## src/rtl/spart_pkg.sv

```systemverilog
// Shared definitions for the SPART transmit/receive blocks: register map,
// parity encodings and the frame state machine states.
package spart_pkg;

    // Processor I/O register addresses
    localparam logic [1:0] SPART_TXDATA = 2'b00;
    localparam logic [1:0] SPART_CTRL   = 2'b01;
    localparam logic [1:0] SPART_DIVLO  = 2'b10;
    localparam logic [1:0] SPART_DIVHI  = 2'b11;

    // Parity select encodings (11 behaves like 00)
    localparam logic [1:0] PAR_NONE     = 2'b00;
    localparam logic [1:0] PAR_EVEN     = 2'b01;
    localparam logic [1:0] PAR_ODD      = 2'b10;
    localparam logic [1:0] PAR_NONE_ALT = 2'b11;

    // Frame state machine states, common to transmitter and receiver
    typedef enum logic [2:0] {
        ST_IDLE   = 3'd0,
        ST_START  = 3'd1,
        ST_DATA   = 3'd2,
        ST_PARITY = 3'd3,
        ST_STOP   = 3'd4
    } spart_state_e;

    // True when the parity select calls for a parity bit
    function automatic logic par_enabled(input logic [1:0] par);
        return (par == PAR_EVEN) || (par == PAR_ODD);
    endfunction

    // Parity bit from the XOR of the data bits and the parity select
    function automatic logic par_bit(input logic data_xor, input logic [1:0] par);
        return data_xor ^ (par == PAR_ODD);
    endfunction

endpackage

```

## src/rtl/spart_sync_fifo.sv

```systemverilog
// Synchronous FIFO with wrapping pointers, occupancy count and full/empty
// flags. A push while full is accepted only when a pop happens in the same
// cycle. A pop while empty is ignored.
module spart_sync_fifo #(
    parameter int WIDTH = 8,
    parameter int DEPTH = 4
) (
    input  logic                     clk_i,
    input  logic                     rst_ni,
    input  logic                     push_i,
    input  logic                     pop_i,
    input  logic [WIDTH-1:0]         wdata_i,
    output logic [WIDTH-1:0]         rdata_o,
    output logic                     full_o,
    output logic                     empty_o,
    output logic [$clog2(DEPTH):0]   count_o
);

    localparam int AW = $clog2(DEPTH);
    localparam logic [AW-1:0] PTR_ONE = AW'(1);
    localparam logic [AW:0]   CNT_ONE = (AW + 1)'(1);
    localparam logic [AW:0]   CNT_MAX = (AW + 1)'(DEPTH);

    logic [WIDTH-1:0] mem_q [DEPTH];
    logic [AW-1:0]    wr_ptr_q;
    logic [AW-1:0]    rd_ptr_q;
    logic [AW:0]      count_q;
    logic             push_ok_s;
    logic             pop_ok_s;

    assign full_o    = (count_q == CNT_MAX);
    assign empty_o   = (count_q == '0);
    assign count_o   = count_q;
    assign rdata_o   = mem_q[rd_ptr_q];
    assign pop_ok_s  = pop_i && !empty_o;
    assign push_ok_s = push_i && (!full_o || pop_ok_s);

    // Storage, pointers and occupancy count
    always_ff @(posedge clk_i or negedge rst_ni) begin
        if (!rst_ni) begin
            for (int i = 0; i < DEPTH; i++) begin
                mem_q[i] <= '0;
            end
            wr_ptr_q <= '0;
            rd_ptr_q <= '0;
            count_q  <= '0;
        end else begin
            if (push_ok_s) begin
                mem_q[wr_ptr_q] <= wdata_i;
                wr_ptr_q        <= wr_ptr_q + PTR_ONE;
            end
            if (pop_ok_s) begin
                rd_ptr_q <= rd_ptr_q + PTR_ONE;
            end
            case ({push_ok_s, pop_ok_s})
                2'b10:   count_q <= count_q + CNT_ONE;
                2'b01:   count_q <= count_q - CNT_ONE;
                default: count_q <= count_q;
            endcase
        end
    end

endmodule

```

## src/rtl/spart_tx_fifo.sv

```systemverilog
// SPART transmitter: bus register decode, baud divisor, character format
// control, transmit FIFO and the frame serialiser driving txd.
module spart_tx_fifo
    import spart_pkg::*;
#(
    parameter int          DATA_BITS  = 8,
    parameter int          FIFO_DEPTH = 4,
    parameter logic [15:0] DIV_RESET  = 16'd5
) (
    input  logic       clk,
    input  logic       rst_n,
    input  logic       iocs,
    input  logic       iorw,
    input  logic [1:0] ioaddr,
    input  logic [7:0] wdata,
    output logic [7:0] rdata,
    output logic       txd,
    output logic       tbr,
    output logic       tx_idle
);

    localparam int CW = $clog2(FIFO_DEPTH) + 1;
    localparam logic [2:0] LAST_BIT = 3'(DATA_BITS - 1);

    logic                 wr_s;
    logic                 status_rd_s;
    logic                 push_s;
    logic                 pop_s;
    logic                 bit_end_s;
    logic                 fifo_full_s;
    logic                 fifo_empty_s;
    logic [DATA_BITS-1:0] fifo_head_s;
    logic [CW-1:0]        fifo_count_s;
    logic [3:0]           count_sat_s;

    logic [15:0]          div_q;
    logic [1:0]           par_q;
    logic                 stop2_q;
    logic                 ovf_q;

    spart_state_e         state_q;
    logic [15:0]          baud_q;
    logic [DATA_BITS-1:0] shift_q;
    logic [2:0]           bit_idx_q;
    logic                 par_en_q;
    logic                 par_bit_q;
    logic                 stop_more_q;
    logic                 txd_q;

    assign wr_s        = iocs && !iorw;
    assign status_rd_s = iocs && iorw && (ioaddr == SPART_CTRL);
    assign push_s      = wr_s && (ioaddr == SPART_TXDATA);
    assign bit_end_s   = (baud_q == 16'd0);
    // Take the next character when idle, or when the last stop bit ends
    assign pop_s       = !fifo_empty_s &&
                         ((state_q == ST_IDLE) ||
                          ((state_q == ST_STOP) && bit_end_s && !stop_more_q));

    assign tbr     = !fifo_full_s;
    assign tx_idle = fifo_empty_s && (state_q == ST_IDLE);
    assign txd     = txd_q;

    spart_sync_fifo #(
        .WIDTH (DATA_BITS),
        .DEPTH (FIFO_DEPTH)
    ) u_fifo (
        .clk_i   (clk),
        .rst_ni  (rst_n),
        .push_i  (push_s),
        .pop_i   (pop_s),
        .wdata_i (wdata[DATA_BITS-1:0]),
        .rdata_o (fifo_head_s),
        .full_o  (fifo_full_s),
        .empty_o (fifo_empty_s),
        .count_o (fifo_count_s)
    );

    // Saturate the FIFO count to the 4-bit status field
    always_comb begin
        if (32'(fifo_count_s) > 32'd15) begin
            count_sat_s = 4'hF;
        end else begin
            count_sat_s = 4'(fifo_count_s);
        end
    end

    // Read data mux, purely a function of the address
    always_comb begin
        case (ioaddr)
            SPART_TXDATA: rdata = 8'h00;
            SPART_CTRL:   rdata = {count_sat_s, 1'b0, ovf_q, tx_idle, tbr};
            SPART_DIVLO:  rdata = div_q[7:0];
            SPART_DIVHI:  rdata = div_q[15:8];
            default:      rdata = 8'h00;
        endcase
    end

    // Control, divisor and sticky overflow registers
    always_ff @(posedge clk or negedge rst_n) begin
        if (!rst_n) begin
            div_q   <= DIV_RESET;
            par_q   <= PAR_NONE;
            stop2_q <= 1'b0;
            ovf_q   <= 1'b0;
        end else begin
            if (wr_s) begin
                case (ioaddr)
                    SPART_CTRL: begin
                        par_q   <= wdata[1:0];
                        stop2_q <= wdata[2];
                    end
                    SPART_DIVLO: div_q[7:0]  <= wdata;
                    SPART_DIVHI: div_q[15:8] <= wdata;
                    default:     div_q       <= div_q;
                endcase
            end
            if (push_s && fifo_full_s && !pop_s) begin
                ovf_q <= 1'b1;
            end else if (status_rd_s) begin
                ovf_q <= 1'b0;
            end
        end
    end

    // Frame FSM: baud counter, shift register and registered txd
    always_ff @(posedge clk or negedge rst_n) begin
        if (!rst_n) begin
            state_q     <= ST_IDLE;
            baud_q      <= 16'd0;
            shift_q     <= '0;
            bit_idx_q   <= 3'd0;
            par_en_q    <= 1'b0;
            par_bit_q   <= 1'b0;
            stop_more_q <= 1'b0;
            txd_q       <= 1'b1;
        end else begin
            case (state_q)
                ST_IDLE: begin
                    if (pop_s) begin
                        shift_q     <= fifo_head_s;
                        par_en_q    <= par_enabled(par_q);
                        par_bit_q   <= par_bit(^fifo_head_s, par_q);
                        stop_more_q <= stop2_q;
                        baud_q      <= div_q;
                        txd_q       <= 1'b0;
                        state_q     <= ST_START;
                    end else begin
                        txd_q <= 1'b1;
                    end
                end
                ST_START: begin
                    if (bit_end_s) begin
                        baud_q    <= div_q;
                        txd_q     <= shift_q[0];
                        shift_q   <= {1'b0, shift_q[DATA_BITS-1:1]};
                        bit_idx_q <= 3'd0;
                        state_q   <= ST_DATA;
                    end else begin
                        baud_q <= baud_q - 16'd1;
                    end
                end
                ST_DATA: begin
                    if (bit_end_s) begin
                        baud_q <= div_q;
                        if (bit_idx_q == LAST_BIT) begin
                            if (par_en_q) begin
                                txd_q   <= par_bit_q;
                                state_q <= ST_PARITY;
                            end else begin
                                txd_q   <= 1'b1;
                                state_q <= ST_STOP;
                            end
                        end else begin
                            bit_idx_q <= bit_idx_q + 3'd1;
                            txd_q     <= shift_q[0];
                            shift_q   <= {1'b0, shift_q[DATA_BITS-1:1]};
                        end
                    end else begin
                        baud_q <= baud_q - 16'd1;
                    end
                end
                ST_PARITY: begin
                    if (bit_end_s) begin
                        baud_q  <= div_q;
                        txd_q   <= 1'b1;
                        state_q <= ST_STOP;
                    end else begin
                        baud_q <= baud_q - 16'd1;
                    end
                end
                ST_STOP: begin
                    if (bit_end_s) begin
                        baud_q <= div_q;
                        if (stop_more_q) begin
                            stop_more_q <= 1'b0;
                            txd_q       <= 1'b1;
                        end else if (pop_s) begin
                            shift_q     <= fifo_head_s;
                            par_en_q    <= par_enabled(par_q);
                            par_bit_q   <= par_bit(^fifo_head_s, par_q);
                            stop_more_q <= stop2_q;
                            txd_q       <= 1'b0;
                            state_q     <= ST_START;
                        end else begin
                            txd_q   <= 1'b1;
                            state_q <= ST_IDLE;
                        end
                    end else begin
                        baud_q <= baud_q - 16'd1;
                    end
                end
                default: begin
                    txd_q   <= 1'b1;
                    state_q <= ST_IDLE;
                end
            endcase
        end
    end

endmodule

```

## config.mk

```make
export PLATFORM = sky130hd
export DESIGN_NAME = spart_tx_fifo
export DESIGN_NICKNAME = d
export VERILOG_FILES = /design/src/rtl/spart_pkg.sv /design/src/rtl/spart_sync_fifo.sv /design/src/rtl/spart_tx_fifo.sv
export SDC_FILE = /design/constraint.sdc
export NUM_CORES = 1
export LEC_CHECK = 0
export ABC_AREA = 0
export BUFFER_PORTS_ARGS = -buffer_cell sky130_fd_sc_hd__buf_2
export CORE_ASPECT_RATIO = 1.25
export CORE_MARGIN = 10
export CORE_UTILIZATION = 61
export CTS_CLUSTER_DIAMETER = 120
export DETAILED_ROUTE_END_ITERATION = 6
export HOLD_SLACK_MARGIN = 0.05
export PLACE_DENSITY = 0.89
export SLEW_MARGIN = 20
export SYNTH_ARGS = -nofsm -noshare
export SYNTH_HDL_FRONTEND = slang
export SYNTH_HIERARCHICAL = 1
export SYNTH_SLANG_ARGS = --single-unit
```

## constraint.sdc

```tcl
create_clock -name clk -period 3.7 [get_ports clk]
set_input_delay 0.37 -clock clk [delete_from_list [all_inputs] [get_ports clk]]
set_output_delay 0.37 -clock clk [all_outputs]
set_load 0.01 [all_outputs]
```

==> summary.md <==
| Metric | Value |
|---|---|
| Layout area overhead | 8.20% |
| Final-report setup violation count | 0 |
| Fmax | roughly 300 MHz |
| CTS sink cnt | slightly above 90 |
| Total track usage | 0.192 |
| Netlist Area Pre-Place | ~0.005 sq mm |
| Die H | 121 um |
| Worst setup path startpoint | baud_q[4]$_DFFE_PN0P_ |
| Most common cell in the synthesized netlist | dfrtp_1 |
| Worst-skew pair later-pin latency | around 360 ps |
| Num ports | 25 |
| VDD IR-drop max | about 0.46 mV |
| H-tree depth | 3 |
| Final nets | approximately 490 |
| GPL Wtd Cong | around 0.92 |
| Clock root cell | clkbuf_8 |
| HP Class | in2async |
| Main synth FF type | dfrtp_1 |
| Multi-input gate area | between 0.002 and 0.003 sq mm |
| Gr ovfl total | 0 |
| CTS tree | done |
| Pin count of the biggest net entering global routing | 66 |
| Die area | around 0.012 sq mm |
| FF-to-FF End | u_fifo/count_o[2]$_DFFE_PN0P_ |
| Pre-CTS setup slack | roughly 570 ps |
| Req. time, crit path | about 4000 ps |
| Worst slew margin | 0.338 |
| Die Wd | roughly 100 um |
| Final HPWL DP | between 8000 and 9000 um |
| Slowest cell on the critical path | nor4_1 |
| Register area share after synthesis | 0.464 |
| Max FO, Critical Path | 7 |
| Port bufs | 24 |
| Critical path capture point type | flop |
| Reg-to-Reg Start | baud_q[4]$_DFFE_PN0P_ |
| Hold bufs inserted after CTS | 0 |
| Routed wire length | between 10000 and 15000 um |
| Distinct cells, synth | 67 |
| # fillers | approximately 530 |
| Largest area contributor in the netlist | dfrtp_1 |
| Worst Reg-to-Reg Cells | 12 |
| # resized after CTS | 0 |
| Sequential Area | about 0.0023 sq mm |
| First-pass GRT wire length | approximately 19000 um |
| Syn. warnings | 6 |
| Leakage | 2.43 nW |
| FP Rows | 36 |
| Mean Syn Cell Area | around 11 sq um |
| Num CTS Buffers | 9 |
| Antenna violations before repair | 0 |
| Clk slew on worst S/H paths | 100 ps |
| Routed wire per std cell | around 20 um |
| Cells after Synth | around 450 |
| Clock Skews | ~12 ps |
| Yosys reg bits | 93 |
| Power Density | roughly 760 mW/mm^2 |
| Critical path startpoint category | flop |
| Worst Slack Setup Final | 424 ps |
| Run status | finished, final reports clean |
| DRT Pass-1 Iters | 5 |
| Core box area | between 0.007 and 0.008 sq mm |
| Starting Density | 0.633 |
| TNS Setup | 0 ps |
| Asr flop ratio synth | 1.00 |
| Worst path most repeated cell | xor2_1 |
| Vias | between 3000 and 4000 |
| R2R Setup Slk | ~420 ps |
| DRT antenna net count | 0 |
| Vias in the first global route | 3867 |
| Worst-Margin Slew | ~1000 ps |
| DRC viols | 0 |
| # diodes | 0 |
| CP peak stage delay | between 400 and 500 ps |
| Max cap viols | 0 |
| Final Max Tran Viols | 0 |
| Worst Path Arrival | approximately 3500 ps |
| Maximum root-to-sink buffer count | 2 |
| RSZ-0062 raised after global routing | no |
| Share of layout cells above drive strength 1 | 0.275 |
| Pwr Total | approximately 4.1 mW |
| End of the critical path | u_fifo/count_o[2]$_DFFE_PN0P_ |
| Syn_nets | 471 |
| Initial DRC count | 240 |
| Tcrit/Tclk final | 0.885 |
| Yosys top cell area share | 0.449 |
| Post-synth top cells | 90 x dfrtp_1, 56 x mux2_2, 27 x nand2_1, 26 x nor2_1, 20 x inv_1 |
| Setup Buffers After CTS | 0 |
| Crit-path cells | nor4_1 > nand3_1 > o31a_1 > nor2b_1 > nor4b_4 > or2b_2 > ha_1 > inv_1 > fa_1 > xor2_1 > nor2_1 > xor2_1 |
| Post-synth EDFFs | 0 |
| Critical path class | reg2reg |
| Vias per cell | ~6.6 |
| Crit path time final | around 3300 ps |
| Final Hold Viols | 0 |
| Largest cells by area after synthesis | dfrtp_1 45%, mux2_2 13%, mux4_2 3.6% |
state kept, by name, summed over array words and instances, names as in the netlist:
name	count
txd	1
u_fifo/count_o	3
ovf_q	1
u_fifo/mem_q	32
stop_more_q	1
u_fifo/wr_ptr_q	2
state_q	3
stop2_q	1
u_fifo/rd_ptr_q	2
baud_q	16
bit_idx_q	3
par_en_q	1
div_q	16
par_q	2
par_bit_q	1
shift_q	8
layout by cell type, fill, tap and decap left out, types with 3 or more instances in the layout:
cell type  count
dfrtp_1       90
mux2_2        56
nand2_1       27
nor2_1        26
buf_2         23
inv_1         20
o21ai_0       18
mux2i_1       16
nor3_1        13
a21oi_1       12
xnor2_1       11
o21ai_1       11
ha_1          10
clkbuf_8      10
nor2b_1        9
a22o_1         9
mux4_2         8
nand3_1        7
nor4_1         5
xor2_1         4
and3_1         4
buf_4          4
nor2_2         4
nand3b_1       3
nand2b_1       3
nand4_1        3
o2bb2ai_1      3
dfstp_2        3
worst min-delay path by stage:
stage	startpoint	depth (start not counted)	slack, ps	to
3_5_place_dp	shift_q[2]$_DFFE_PN0P_	2	470	shift_q[2]$_DFFE_PN0P_
5_1_grt	rst_n	1	120	u_fifo/mem_q[15]$_DFFE_PN0P_
2_1_floorplan	rst_n	0	70	baud_q[0]$_DFFE_PN0P_
6_report	rst_n	1	80	u_fifo/wr_ptr_q[1]$_DFFE_PN0P_
4_1_cts	rst_n	1	110	u_fifo/wr_ptr_q[1]$_DFFE_PN0P_
3_3_place_gp	u_fifo/mem_q[15]$_DFFE_PN0P_	1	460	u_fifo/mem_q[15]$_DFFE_PN0P_
power by group:
part           switching [mW]  leakage (nW)  internal, mW
Sequential              0.403          1.16          1.40
Clock                   0.368         0.117         0.404
Combinational           0.750          1.15         0.816
kinds of logic (layout without fill, tap and decap cells):
| kind of cell | Yosys count | in the layout | synth area share |
|---|---|---|---|
| xor+xnor | 15 | 15 | 0.0262 |
| simple gates | 124 | 124 | 0.140 |
| buf+inv | 40 | 63 | 0.0324 |
| mux | 82 | 82 | 0.198 |
| compound gates | 81 | 81 | 0.111 |
| flops | 93 | 93 | 0.464 |
| fa+ha+maj | 11 | 11 | 0.0289 |
area by class of cell:
cell class,count,share of cell area
Clock inverter,6,0.0168
Clock buffer,10,0.0253
Timing Repair Buffer,27,0.0267
Sequential cell,93,0.429
Multi-Input combinational cell,313,0.466
Inverter,20,0.0138
Tap cell,95,0.0219
critical path: cells and delay by family, from the launching register on:
kind | cells | cell delay [ps]
AND/OR/NAND/NOR | 6 | 1550
AO/OA/AOI/OAI | 1 | 300
adder cells (fa/ha/maj) | 2 | 440
flip-flops | 1 | 450
buffers and inverters | 1 | 90
XOR/XNOR | 2 | 330
metrics by stage:
| step | std cells | utilization | hold slack (ps) | area [sq um] |
|---|---|---|---|---|
| after floorplan | 446 | - | 74.4 | 5020 |
| after global placement | 548 | 0.656 | 463 | 5200 |
| after detailed placement | 548 | 0.656 | 473 | 5200 |
| after CTS | 564 | 0.685 | 114 | 5430 |
| after global routing | 564 | 0.685 | 123 | 5430 |
| final | 564 | 0.685 | 76.3 | 5430 |
per-layer routing:
layer,routed length (um),up-vias,part of all wire,track usage
li1,-,1657,-,-
met1,4530,1843,0.40,0.222
met2,5730,166,0.50,0.324
met3,737,51,0.064,0.0484
met4,426,0,0.037,0.0916
met5,0,-,0,0
(Power assumes the default switching activity.)
